`src/rtl/ucsbece154b_fetch_unit_if.sv`:
```
// ----------------------------------------------------------------------------
// ucsbece154b_fetch_unit_if
// Instruction-memory request/response bus between the fetch unit and memory.
//   req    : fetch unit has a request at PCF this cycle
//   gnt    : memory accepts the request this cycle
//   rvalid : in-order response valid (at least one cycle after its grant)
//   rdata  : response instruction word
// Modports: master = fetch unit side, slave = memory side.
// ----------------------------------------------------------------------------
interface ucsbece154b_fetch_unit_if;
    logic        req;
    logic        gnt;
    logic        rvalid;
    logic [31:0] rdata;

    modport master (
        output req,
        input  gnt,
        input  rvalid,
        input  rdata
    );

    modport slave (
        input  req,
        output gnt,
        output rvalid,
        output rdata
    );
endinterface

```
`src/rtl/ucsbece154b_fetch_unit.sv`:
```
// ----------------------------------------------------------------------------
// ucsbece154b_fetch_unit
// Fetch stage: PC generator, credit-limited in-order instruction-memory port
// and a DEPTH-entry instruction queue feeding Decode. Redirects from Execute
// flush the queue and discard every response still in flight.
// Ports:
//   clk, reset          : clock (rising edge), asynchronous active-high reset
//   PCSrcE_i/PCTargetE_i: redirect request and target from Execute
//   StallD_i            : Decode not accepting, head entry is held
//   PCF_o               : address of the next request
//   imem                : request/response bus (master side)
//   valid_o             : queue head valid
//   InstrD_o/PCD_o/PCPlus4D_o : head instruction / PC / PC+4 (NOP/0/0 if empty)
// ----------------------------------------------------------------------------
module ucsbece154b_fetch_unit #(
    parameter int unsigned     XLEN     = 32,
    parameter int unsigned     DEPTH    = 4,
    parameter logic [XLEN-1:0] PC_START = 32'h0001_0000,
    parameter logic [31:0]     NOP      = 32'h0000_0013
) (
    input  logic                          clk,
    input  logic                          reset,
    input  logic                          PCSrcE_i,
    input  logic [XLEN-1:0]               PCTargetE_i,
    input  logic                          StallD_i,
    output logic [XLEN-1:0]               PCF_o,
    ucsbece154b_fetch_unit_if.master      imem,
    output logic                          valid_o,
    output logic [31:0]                   InstrD_o,
    output logic [XLEN-1:0]               PCD_o,
    output logic [XLEN-1:0]               PCPlus4D_o
);

    localparam int unsigned AW = $clog2(DEPTH);
    localparam int unsigned CW = AW + 1;

    logic [XLEN-1:0] r_pcf;
    logic [XLEN-1:0] r_resp_pc;
    logic [CW-1:0]   r_count;
    logic [CW-1:0]   r_outstanding;
    logic [CW-1:0]   r_drop_cnt;
    logic [AW-1:0]   r_head;
    logic [AW-1:0]   r_tail;
    logic [31:0]     r_instr [DEPTH];
    logic [XLEN-1:0] r_pc    [DEPTH];

    logic [CW:0]     w_inflight;
    logic            w_req;
    logic            w_accept;
    logic            w_drop;
    logic            w_push;
    logic            w_pop;

    // Queued entries plus in-flight requests never exceed DEPTH, so a
    // response always finds a free slot.
    assign w_inflight = {1'b0, r_count} + {1'b0, r_outstanding};
    assign w_req      = !PCSrcE_i && (w_inflight < (CW+1)'(DEPTH));
    assign w_accept   = w_req && imem.gnt;

    // A response is stale if it arrives in a redirect cycle or while
    // responses from before an earlier redirect are still being drained.
    assign w_drop     = imem.rvalid && (PCSrcE_i || (r_drop_cnt != '0));
    assign w_push     = imem.rvalid && !w_drop;
    assign w_pop      = valid_o && !StallD_i && !PCSrcE_i;

    assign imem.req   = w_req;
    assign PCF_o      = r_pcf;

    always_ff @(posedge clk or posedge reset) begin
        if (reset) begin
            r_pcf         <= PC_START;
            r_resp_pc     <= PC_START;
            r_count       <= '0;
            r_outstanding <= '0;
            r_drop_cnt    <= '0;
            r_head        <= '0;
            r_tail        <= '0;
        end else begin
            case ({w_accept, imem.rvalid})
                2'b10:   r_outstanding <= r_outstanding + CW'(1);
                2'b01:   r_outstanding <= r_outstanding - CW'(1);
                default: r_outstanding <= r_outstanding;
            endcase

            if (PCSrcE_i) begin
                // Every response still in flight after this edge belongs to
                // the old stream; outstanding already covers earlier drops.
                r_drop_cnt <= r_outstanding - CW'(imem.rvalid);
                r_pcf      <= PCTargetE_i;
                r_resp_pc  <= PCTargetE_i;
                r_count    <= '0;
                r_head     <= '0;
                r_tail     <= '0;
            end else begin
                if (imem.rvalid && (r_drop_cnt != '0)) begin
                    r_drop_cnt <= r_drop_cnt - CW'(1);
                end
                if (w_accept) begin
                    r_pcf <= r_pcf + XLEN'(4);
                end
                if (w_push) begin
                    r_resp_pc <= r_resp_pc + XLEN'(4);
                    r_tail    <= r_tail + AW'(1);
                end
                if (w_pop) begin
                    r_head <= r_head + AW'(1);
                end
                case ({w_push, w_pop})
                    2'b10:   r_count <= r_count + CW'(1);
                    2'b01:   r_count <= r_count - CW'(1);
                    default: r_count <= r_count;
                endcase
            end
        end
    end

    // Storage needs no reset: outputs are masked while the queue is empty.
    always_ff @(posedge clk) begin
        if (w_push) begin
            r_instr[r_tail] <= imem.rdata;
            r_pc[r_tail]    <= r_resp_pc;
        end
    end

    always_comb begin
        valid_o    = (r_count != '0);
        InstrD_o   = NOP;
        PCD_o      = '0;
        PCPlus4D_o = '0;
        if (valid_o) begin
            InstrD_o   = r_instr[r_head];
            PCD_o      = r_pc[r_head];
            PCPlus4D_o = r_pc[r_head] + XLEN'(4);
        end
    end

endmodule

```
`src/flat_wrapper.sv`:
```
// flat-port wrapper written by rule: the top's interface ports become plain ports
module ucsbece154b_fetch_unit_flat 
#(
    parameter int unsigned     XLEN     = 32,
    parameter int unsigned     DEPTH    = 4,
    parameter logic [XLEN-1:0] PC_START = 32'h0001_0000,
    parameter logic [31:0]     NOP      = 32'h0000_0013
)
  (clk, reset, PCSrcE_i, PCTargetE_i, StallD_i, PCF_o, valid_o, InstrD_o, PCD_o, PCPlus4D_o, imem_req, imem_gnt, imem_rvalid, imem_rdata);
  ucsbece154b_fetch_unit_if imem_i ();
  input  logic clk;
  input  logic reset;
  input  logic PCSrcE_i;
  input  logic [XLEN-1:0] PCTargetE_i;
  input  logic StallD_i;
  output logic [XLEN-1:0] PCF_o;
  output logic valid_o;
  output logic [31:0] InstrD_o;
  output logic [XLEN-1:0] PCD_o;
  output logic [XLEN-1:0] PCPlus4D_o;
  output wire logic [$bits(imem_i.req)-1:0] imem_req;
  input wire logic [$bits(imem_i.gnt)-1:0] imem_gnt;
  input wire logic [$bits(imem_i.rvalid)-1:0] imem_rvalid;
  input wire logic [$bits(imem_i.rdata)-1:0] imem_rdata;
  assign imem_req = imem_i.req;
  assign imem_i.gnt = imem_gnt;
  assign imem_i.rvalid = imem_rvalid;
  assign imem_i.rdata = imem_rdata;
  ucsbece154b_fetch_unit #(.XLEN(XLEN), .DEPTH(DEPTH), .PC_START(PC_START), .NOP(NOP)) u_core (.clk(clk), .reset(reset), .PCSrcE_i(PCSrcE_i), .PCTargetE_i(PCTargetE_i), .StallD_i(StallD_i), .PCF_o(PCF_o), .imem(imem_i), .valid_o(valid_o), .InstrD_o(InstrD_o), .PCD_o(PCD_o), .PCPlus4D_o(PCPlus4D_o));
endmodule
```
`config.mk`:
```
export PLATFORM = sky130hd
export DESIGN_NAME = ucsbece154b_fetch_unit_flat
export DESIGN_NICKNAME = d
export VERILOG_FILES = /design/src/rtl/ucsbece154b_fetch_unit_if.sv /design/src/rtl/ucsbece154b_fetch_unit.sv /design/src/flat_wrapper.sv
export SDC_FILE = /design/constraint.sdc
export NUM_CORES = 1
export LEC_CHECK = 0
export CELL_PAD_IN_SITES_DETAIL_PLACEMENT = 0
export CELL_PAD_IN_SITES_GLOBAL_PLACEMENT = 1
export CORE_MARGIN = 10
export CORE_UTILIZATION = 35
export DETAILED_ROUTE_END_ITERATION = 10
export PLACE_DENSITY_LB_ADDON = 0.1
export SYNTH_ARGS = -nofsm -noshare
export SYNTH_HDL_FRONTEND = slang
export SYNTH_SLANG_ARGS = --single-unit
```
`constraint.sdc`:
```
create_clock -name clk -period 3.1 [get_ports clk]
set_clock_uncertainty 0.05 [all_clocks]
set_input_delay 0.465 -clock clk [delete_from_list [all_inputs] [get_ports clk]]
set_output_delay 0.465 -clock clk [all_outputs]
set_load 0.005 [all_outputs]
```
# == After elaboration in Yosys (flattened, before gate mapping) ==
# Memory sizes are Yosys's and may differ from the RTL's.
# Index checks and enable logic that the tools add are counted.
# classes
reduce_logical,19
mux,18
n_addsub,12
n_eq_ne,4
n_lt_le_gt_ge,1
# op_table
operator,count
32-bit 2-to-1 mux,7
32-bit by 3-bit adder with 32-bit output (second input constant),3
3-bit one-hot mux with 2 select lines,2
2-bit nonzero test,5
3-bit 2-to-1 mux,3
3-bit nonzero test,3
3-bit by 1-bit subtractor with 3-bit output (second input constant),3
2-bit 2-to-1 mux,4
1-bit logical AND,7
3-bit by 1-bit adder with 3-bit output (second input constant),2
2-bit by 1-bit adder with 2-bit output (second input constant),2
3-bit by 3-bit adder with 4-bit output,1
2-bit by 1-bit == test with 1-bit output (second input constant),2
2-bit == test (second input constant),2
4-bit by 3-bit < comparator with 1-bit output (second input constant),1
1-bit zero test,3
3-bit by 1-bit subtractor with 3-bit output,1
1-bit 2-to-1 mux,2
1-bit logical OR,1
# totals
n_memories,2
regBits,77
out_inout_bits,130
ram_bits,256
# mem_list
name,depth,width,read_ports,rd_ports_with_merged_regs,write_ports,line,source
u_core.r_instr,4,32,1,0,1,ucsbece154b_fetch_unit.sv:44,logic [31:0] r_instr [DEPTH];
u_core.r_pc,4,32,1,0,1,ucsbece154b_fetch_unit.sv:45,logic [XLEN-1:0] r_pc [DEPTH];

# == Logic depth before layout (Yosys ltp) ==
# Gate-level depths: netlist (run 1).
# logic_depth
word_depth,8
mapped_depth,13
ltp_nobuf,10

# == Worst setup path before layout (run 1) ==
# No wires, ideal clock.
# synth_path
kind,register -> register
startpoint,register u_core.r_drop_cnt[0]
endpoint,memory u_core.r_instr[0][0] (enable)
stages_incl_launch_ff,7
synth_period_minus_slack_ns,3.327
t_required_ns,2.621
arrival_time_ns,2.848
path_slack_ns,-0.227
setup_ns,0.429
path_buffers,2
path_cell_list,dfrtp_1 -> inv_1 -> ha_1 -> and3b_1 -> clkbuf_1 -> clkbuf_1 -> and3_1
# synth_between
elab_chain_cells,7
# synth_rtl
item,line,source
start: declaration,ucsbece154b_fetch_unit.sv:41,logic [CW-1:0] r_drop_cnt;
start signal: assignment,ucsbece154b_fetch_unit.sv:88,r_drop_cnt <= r_outstanding - CW'(imem.rvalid);
start signal: assignment,ucsbece154b_fetch_unit.sv:96,r_drop_cnt <= r_drop_cnt - CW'(1);
3-bit nonzero test,ucsbece154b_fetch_unit.sv:62,assign w_drop = imem.rvalid && (PCSrcE_i || (r_drop_cnt != '0));
1-bit logical OR,ucsbece154b_fetch_unit.sv:62,
1-bit logical AND,ucsbece154b_fetch_unit.sv:62,
1-bit zero test,ucsbece154b_fetch_unit.sv:63,assign w_push = imem.rvalid && !w_drop;
1-bit logical AND,ucsbece154b_fetch_unit.sv:63,
1-bit 2-to-1 mux,ucsbece154b_fetch_unit.sv:119,if (w_push) begin
1-bit 2-to-1 mux (not written as such),ucsbece154b_fetch_unit.sv:120,r_instr[r_tail] <= imem.rdata;
end: declaration,ucsbece154b_fetch_unit.sv:44,
# No other way between the ends.

# == Worst setup path after layout (run 1) ==
# layout_path
startpoint,register u_core.r_head[0]
endpoint,output PCPlus4D_o[25]
# layout_between
elab_chain_cells,3
# layout_rtl
item,line,source
start: declaration,ucsbece154b_fetch_unit.sv:42,logic [AW-1:0] r_head;
start signal: assignment,ucsbece154b_fetch_unit.sv:106,r_head <= r_head + AW'(1);
memory 4 x 32 bit,--,
32-bit by 3-bit adder with 32-bit output,ucsbece154b_fetch_unit.sv:133,PCPlus4D_o = r_pc[r_head] + XLEN'(4);
32-bit 2-to-1 mux,ucsbece154b_fetch_unit.sv:130,if (valid_o) begin
end: declaration,flat_wrapper.sv:20,output logic [XLEN-1:0] PCPlus4D_o;
# No other way between the ends.

==> impl_metrics.json, run 1 <==
{
  "cp.depth": 9,
  "timing.final.ws_setup_ns": -0.731,
  "seq_area_frac_synth_pct": 64.7,
  "crit_path_max_incr_delay_ns": 0.57,
  "critPathSlowestCell": "or4_4",
  "critPathTopFamily": "simple AND/OR/NAND/NOR gates",
  "viasPerCell": 5.16,
  "synth_compound_area_share_pct": 5.32,
  "required_ns": 2.58,
  "rr_worst_depth": 10,
  "synthTopCellsByCount": "edfxtp_1, dfrtp_1, nand2_1",
  "critPathCapture": "PCPlus4D_o[25]",
  "grt-ovfl-total": 0,
  "die_h_um": 226,
  "clk_latency_ns": 0.55,
  "crit_start": "u_core.r_head[0]$_DFFE_PP0P_",
  "crit_chain": "buf_12 -> buf_12 -> mux4_2 -> nand4_4 -> or4_4 -> buf_6 -> or4_4 -> a21oi_2 -> buf_2",
  "worstMarginPinSlew_ns": 0.709,
  "drt_iter0_drc": 586,
  "synth-seq-cells": 333,
  "ys_warn_count": 0,
  "io_pins": 200,
  "synthSimpleGateAreaFrac_pct": 12.3,
  "status": "finished with violations",
  "start_util_pct": 35.4,
  "synth_fp_nets": 1101,
  "violations": "setup timing",
  "switching_share_pct": 30.8,
  "syn2layout_area_growth_pct": 33.7,
  "power.net_switching_mw": 5.02,
  "h-tree-depth": 2,
  "hold_slack_ns": 0.162,
  "yosys.area.top_type": "edfxtp_1",
  "rsz0062_at_grt": "true",
  "crit_arrival_ns": 3.32,
  "rows": 75,
  "synth_ff_type": "edfxtp_1",
  "placed_area_um2": 18000,
  "drv_slew": 0,
  "final_nets": 1397,
  "clkTransAtPathRegs_ns": 0.06,
  "core_um2": 41900,
  "rrSetupSlack_ns": 0.33,
  "die_w_um": 226,
  "num_vias": 9680,
  "max_freq_mhz": 261,
  "cts-root-buf": "clkbuf_16",
  "critPathMaxFanout": 8,
  "crit_buf_inv": 4,
  "r2r-start": "u_core.r_count[1]$_DFFE_PP0P_",
  "ir_drop_v": 0.000327,
  "fin_cells": 1877,
  "p_seq_share_pct": 33.7,
  "finalPower_mw": 16.3,
  "timing.setup.tns_ns": -20.45,
  "synth_cells": 1015,
  "synthAdderAreaFrac_pct": 1.45,
  "insertedDiodeCount": 0,
  "synth_top_cell_area_share_pct": 51.8,
  "synth_mux_area_share_pct": 10.9,
  "drtAntennaViolNets": 0,
  "avgSynthCellArea_um2": 14.6,
  "rr_endpoint": "u_core.r_outstanding[2]$_DFFE_PP0P_",
  "grt_first_pass_wirelength_mm": 63.4,
  "clockBufferDepth": 3,
  "fp.dieArea_um2": 51100,
  "final-setup-viol-count": 65,
  "drc": 0,
  "synth_most_common_cell": "edfxtp_1",
  "cts_tree": "done",
  "power.internal_mw": 11.3,
  "post-route-cell-area_um2": 19900,
  "start_kind": "flop",
  "dp_cells": 1785,
  "finalWirelength_mm": 41.2,
  "utilization_pct": 47.3,
  "grt_max_degree": 65,
  "synth-xor-area-share_pct": 2.83,
  "wl_per_cell_um": 21.9,
  "synth-edff-count": 256,
  "synth_cell_types": 54,
  "final_layout_size_suffix_gt1_share_pct": 25.4,
  "cts_hold_buf": 0,
  "leakage_nw": 7.02,
  "post-route-period-util_pct": 124,
  "synth_area_leaders": "edfxtp_1, dfrtp_1, mux4_2",
  "critPathKind": "reg2out",
  "io_buffer_count": 199,
  "antenna_found_initial": 0,
  "clkPwrFrac_pct": 28.2,
  "hold_viol_final": 0,
  "synthesis.area_um2": 14900,
  "grt_pass1_vias": 10200,
  "drtPass1Iterations": 5,
  "p_per_area_nw_per_um2": 820,
  "max-slew-margin-rel_pct": 52.7,
  "synth_top_family_by_area": "simple AND/OR/NAND/NOR gates",
  "finalCriticalPeriod_ns": 3.83,
  "async_flop_share_pct": 23.1,
  "numClockSinks": 333,
  "cts_inserted_buffers": 37,
  "cp-end-kind": "output pin",
  "fillerInstances": 3754,
  "dp_hpwl_mm": 27.7,
  "grt_usage_pct": 16.2,
  "pre_cts_ws_ns": -0.765,
  "p_comb_share_pct": 38.1,
  "min_path_type": "in2async",
  "drv_cap": 0,
  "routabilityCongestion": 0.775
}
[sequential cells by signal, indices dropped and copies added (netlist names)]
signal and cells:
u_core.r_outstanding 3, u_core.r_instr 128, u_core.r_drop_cnt 3, u_core.r_pc 128
u_core.r_count 3, u_core.r_head 2, u_core.r_tail 2, u_core.r_resp_pc 32
u_core.PCF_o 32
[worst register-to-register path: stages (launching register included)]
cell     delay, ns
dfrtp_1       0.46
ha_1          0.31
nand3_1       0.10
and3_1        0.23
inv_1         0.40
ha_1          0.30
inv_1         0.06
fa_1          0.37
xor2_1        0.15
nor2_1        0.12
xor2_1        0.15
[timing repair]
item / CTS / global route
pin swaps: 40 / 22
setup buffers: 17 / 10
endpoints found under the setup margin: 94 / 74
gates resized for setup: 173 / 30
gates cloned: 1 / 0
[per-layer routing]
layer / up-vias / global-route usage, % / wire length (µm)
met5: - / 0 / 0
met4: 0 / 4.36 / 603
met3: 35 / 3.45 / 2070
met2: 227 / 26.1 / 19600
met1: 4888 / 21.6 / 18900
li1: 4530 / - / -
[cell families after synthesis]
family | after synthesis
DFF | 333
and+or+nand+nor | 332
AOI/OAI and AO/OA | 125
buffers and inverters | 82
muxes | 79
xor gates and xnor gates | 48
adders and majority gates | 16
[layout by cell type, fill, tap and decap left out, types with 14 or more instances in the layout]
cell type,count
dlygate4sd2_1,15
nand3_1,30
nand2_1,67
buf_4,88
inv_1,20
buf_2,17
o21ai_0,40
clkdlybuf4s50_1,158
nand4_1,22
edfxtp_1,256
and2_1,67
a21oi_1,14
mux4_2,62
clkbuf_16,37
or4_1,14
nor2_1,45
xor2_1,24
xnor2_1,23
dfrtp_1,73
[final cells by class]
type                       instances  area (µm²)  area share, %
sequential                       333        9620           48.5
clock inverter                    26         323           1.63
tap                              539         674           3.40
timing repair buffer             314        2990           15.1
inverter                          24        91.3          0.460
multi-input combinational        601        5220           26.3
clock buffer                      40         937           4.72
[how the worst min path moves through the flow]
stage / startpoint / end / slack [ns] / cells after the start
finish: reset / u_core.r_outstanding[0]$_DFFE_PP0P_ / 0.16 / 2
global route: reset / u_core.r_outstanding[0]$_DFFE_PP0P_ / 0.18 / 2
CTS: reset / u_core.r_outstanding[0]$_DFFE_PP0P_ / 0.16 / 2
detailed placement: u_core.r_outstanding[0]$_DFFE_PP0P_ / u_core.r_outstanding[0]$_DFFE_PP0P_ / 0.44 / 1
global placement: u_core.r_outstanding[0]$_DFFE_PP0P_ / u_core.r_outstanding[0]$_DFFE_PP0P_ / 0.44 / 1
floorplan: u_core.r_outstanding[0]$_DFFE_PP0P_ / u_core.r_outstanding[0]$_DFFE_PP0P_ / 0.41 / 1
[power by group through the flow]
stage	combinational [mW]	clock (mW)	sequential [mW]
detailed placement	5.96	0	5.62
floorplan	2.78	0	5.46
finish	6.20	4.59	5.49
CTS	6.24	4.71	5.49
global route	6.78	4.93	5.54
global placement	5.94	0	5.62
No activity file was read; power rests on OpenSTA's default activity.
==> run 2, diff against run 1 <==
--- a/config.mk
+++ b/config.mk
@@ -8,9 +8,10 @@
 export CELL_PAD_IN_SITES_DETAIL_PLACEMENT = 0
 export CELL_PAD_IN_SITES_GLOBAL_PLACEMENT = 1
 export CORE_MARGIN = 10
-export CORE_UTILIZATION = 35
+export CORE_UTILIZATION = 38
 export DETAILED_ROUTE_END_ITERATION = 10
 export PLACE_DENSITY_LB_ADDON = 0.1
 export SYNTH_ARGS = -nofsm -noshare
 export SYNTH_HDL_FRONTEND = slang
 export SYNTH_SLANG_ARGS = --single-unit
+export TNS_END_PERCENT = 5
==> impl_metrics.json, run 2 (same netlist as run 1, synthesis figures left out) <==
{
  "antenna_found_initial": 0,
  "required_ns": 2.58,
  "cp-end-kind": "output pin",
  "critPathKind": "reg2out",
  "p_per_area_nw_per_um2": 799,
  "finalWirelength_mm": 40.6,
  "rows": 72,
  "hold_viol_final": 0,
  "max-slew-margin-rel_pct": 36.0,
  "clk_latency_ns": 0.52,
  "drv_slew": 0,
  "finalCriticalPeriod_ns": 3.81,
  "largest_registers": "u_core.r_instr x128, u_core.r_pc x128",
  "ir_drop_v": 0.000408,
  "timing.final.ws_setup_ns": -0.711,
  "max_freq_mhz": 262,
  "grt-ovfl-total": 0,
  "multi_input_area_um2": 5220,
  "clockBufferDepth": 3,
  "grt_pass1_vias": 10200,
  "drt_iter0_drc": 558,
  "layout_common_cells": "edfxtp_1, clkdlybuf4s50_1, dfrtp_1",
  "die_w_um": 218,
  "drtPass1Iterations": 5,
  "io_pins": 200,
  "clkTransAtPathRegs_ns": 0.06,
  "grt_first_pass_wirelength_mm": 62.4,
  "status": "finished with violations",
  "utilization_pct": 51.0,
  "placed_area_um2": 18100,
  "die_h_um": 218,
  "syn2layout_area_growth_pct": 32.8,
  "drtAntennaViolNets": 0,
  "final_layout_size_suffix_gt1_share_pct": 25.0,
  "crit_arrival_ns": 3.30,
  "cts_inserted_buffers": 37,
  "grt_usage_pct": 16.8,
  "core_um2": 38600,
  "viasPerCell": 5.28,
  "dp_hpwl_mm": 27.7,
  "dp_cells": 1770,
  "insertedDiodeCount": 0,
  "leakage_nw": 7.08,
  "min_path_type": "in2async",
  "post-route-period-util_pct": 123,
  "drc": 0,
  "io_buffer_count": 199,
  "layout_commonest_cell": "edfxtp_1",
  "violations": "setup timing",
  "fp.dieArea_um2": 47400,
  "numClockSinks": 333,
  "cts-root-buf": "clkbuf_16",
  "rsz0062_at_grt": "true",
  "num_vias": 9777,
  "wl_per_cell_um": 21.9,
  "routabilityCongestion": 0.799,
  "h-tree-depth": 2,
  "fillerInstances": 3283,
  "start_util_pct": 38.4,
  "pre_cts_ws_ns": -0.648,
  "timing.setup.tns_ns": -11.46,
  "grt_max_degree": 49,
  "regArea_um2": 9620,
  "post-route-cell-area_um2": 19700,
  "critPathMaxFanout": 5,
  "final-setup-viol-count": 29,
  "drv_cap": 0,
  "cts_tree": "done",
  "final_nets": 1392,
  "worstMarginPinSlew_ns": 0.957,
  "fin_cells": 1852,
  "start_kind": "flop"
}
==> run 2: layout make-up <==
class	count	share of cell area (%)
Clock buffer	51	5.18
Clock inverter	16	0.685
Inverter	24	0.463
Multi-Input combinational cell	602	26.5
Sequential cell	333	48.8
Tap cell	518	3.29
Timing Repair Buffer	308	15.1
==> run 2: what timing repair did <==
item / 4_1_cts / 5_1_grt
setup buffers: 11 / 1
setup endpoints to repair: 88 / 59
pin swaps: 32 / 12
gates cloned: 3 / 0
hold buffers: 0 / 0
resized for setup: 204 / 45
==> run 2: layer usage <==
layer | vias to the layer above | track usage [%] | wire length (µm)
met1 | 4963 | 22.7 | 18000
li1 | 4507 | - | -
met3 | 45 | 3.69 | 2470
met5 | - | 0 | 0
met2 | 262 | 27.2 | 19400
met4 | 0 | 3.99 | 710
==> run 2: worst paths after layout <==
kind / start / endpoint / slack (ns) / depth (start not counted)
worst max-delay path: u_core.r_head[0]$_DFFE_PP0P_ / PCPlus4D_o[23] / -0.71 / 8
worst min-delay path: reset / u_core.PCF_o[23]$_DFFE_PP0P_ / 0.18 / 2
worst max register to register: u_core.r_count[1]$_DFFE_PP0P_ / u_core.r_outstanding[2]$_DFFE_PP0P_ / 0.39 / 10
worst min register to register: u_core.r_outstanding[0]$_DFFE_PP0P_ / u_core.r_outstanding[0]$_DFFE_PP0P_ / 0.45 / 1
max in group asynchronous: reset / u_core.PCF_o[16]$_DFFE_PP1P_ / 2.12 / 3
min in group clk: PCSrcE_i / u_core.r_count[2]$_DFFE_PP0P_ / 0.26 / 2
==> run 2: worst max-delay path, cell delays in order, from the launching register on <==
cell and delay (ns):
dfrtp_4 0.56, buf_12 0.18, mux4_2 0.37, nand4_4 0.18, or4_4 0.59, buf_6 0.14
or4_4 0.50, a21oi_2 0.13, buf_2 0.12
==> run 2: per-stage QoR <==
stage	hold slack [ns]	total power [mW]
detailed placement	0.438	11.6
global route	0.228	16.7
floorplan	0.409	8.22
global placement	0.430	11.5
CTS	0.179	15.9
finish	0.182	15.8
==> run 2: where the power goes <==
group / switching [mW] / leakage (nW) / internal (mW)
Clock: 1.73 / 0.557 / 2.48
Combinational: 2.86 / 3.29 / 3.19
Sequential: 0.357 / 3.23 / 5.15
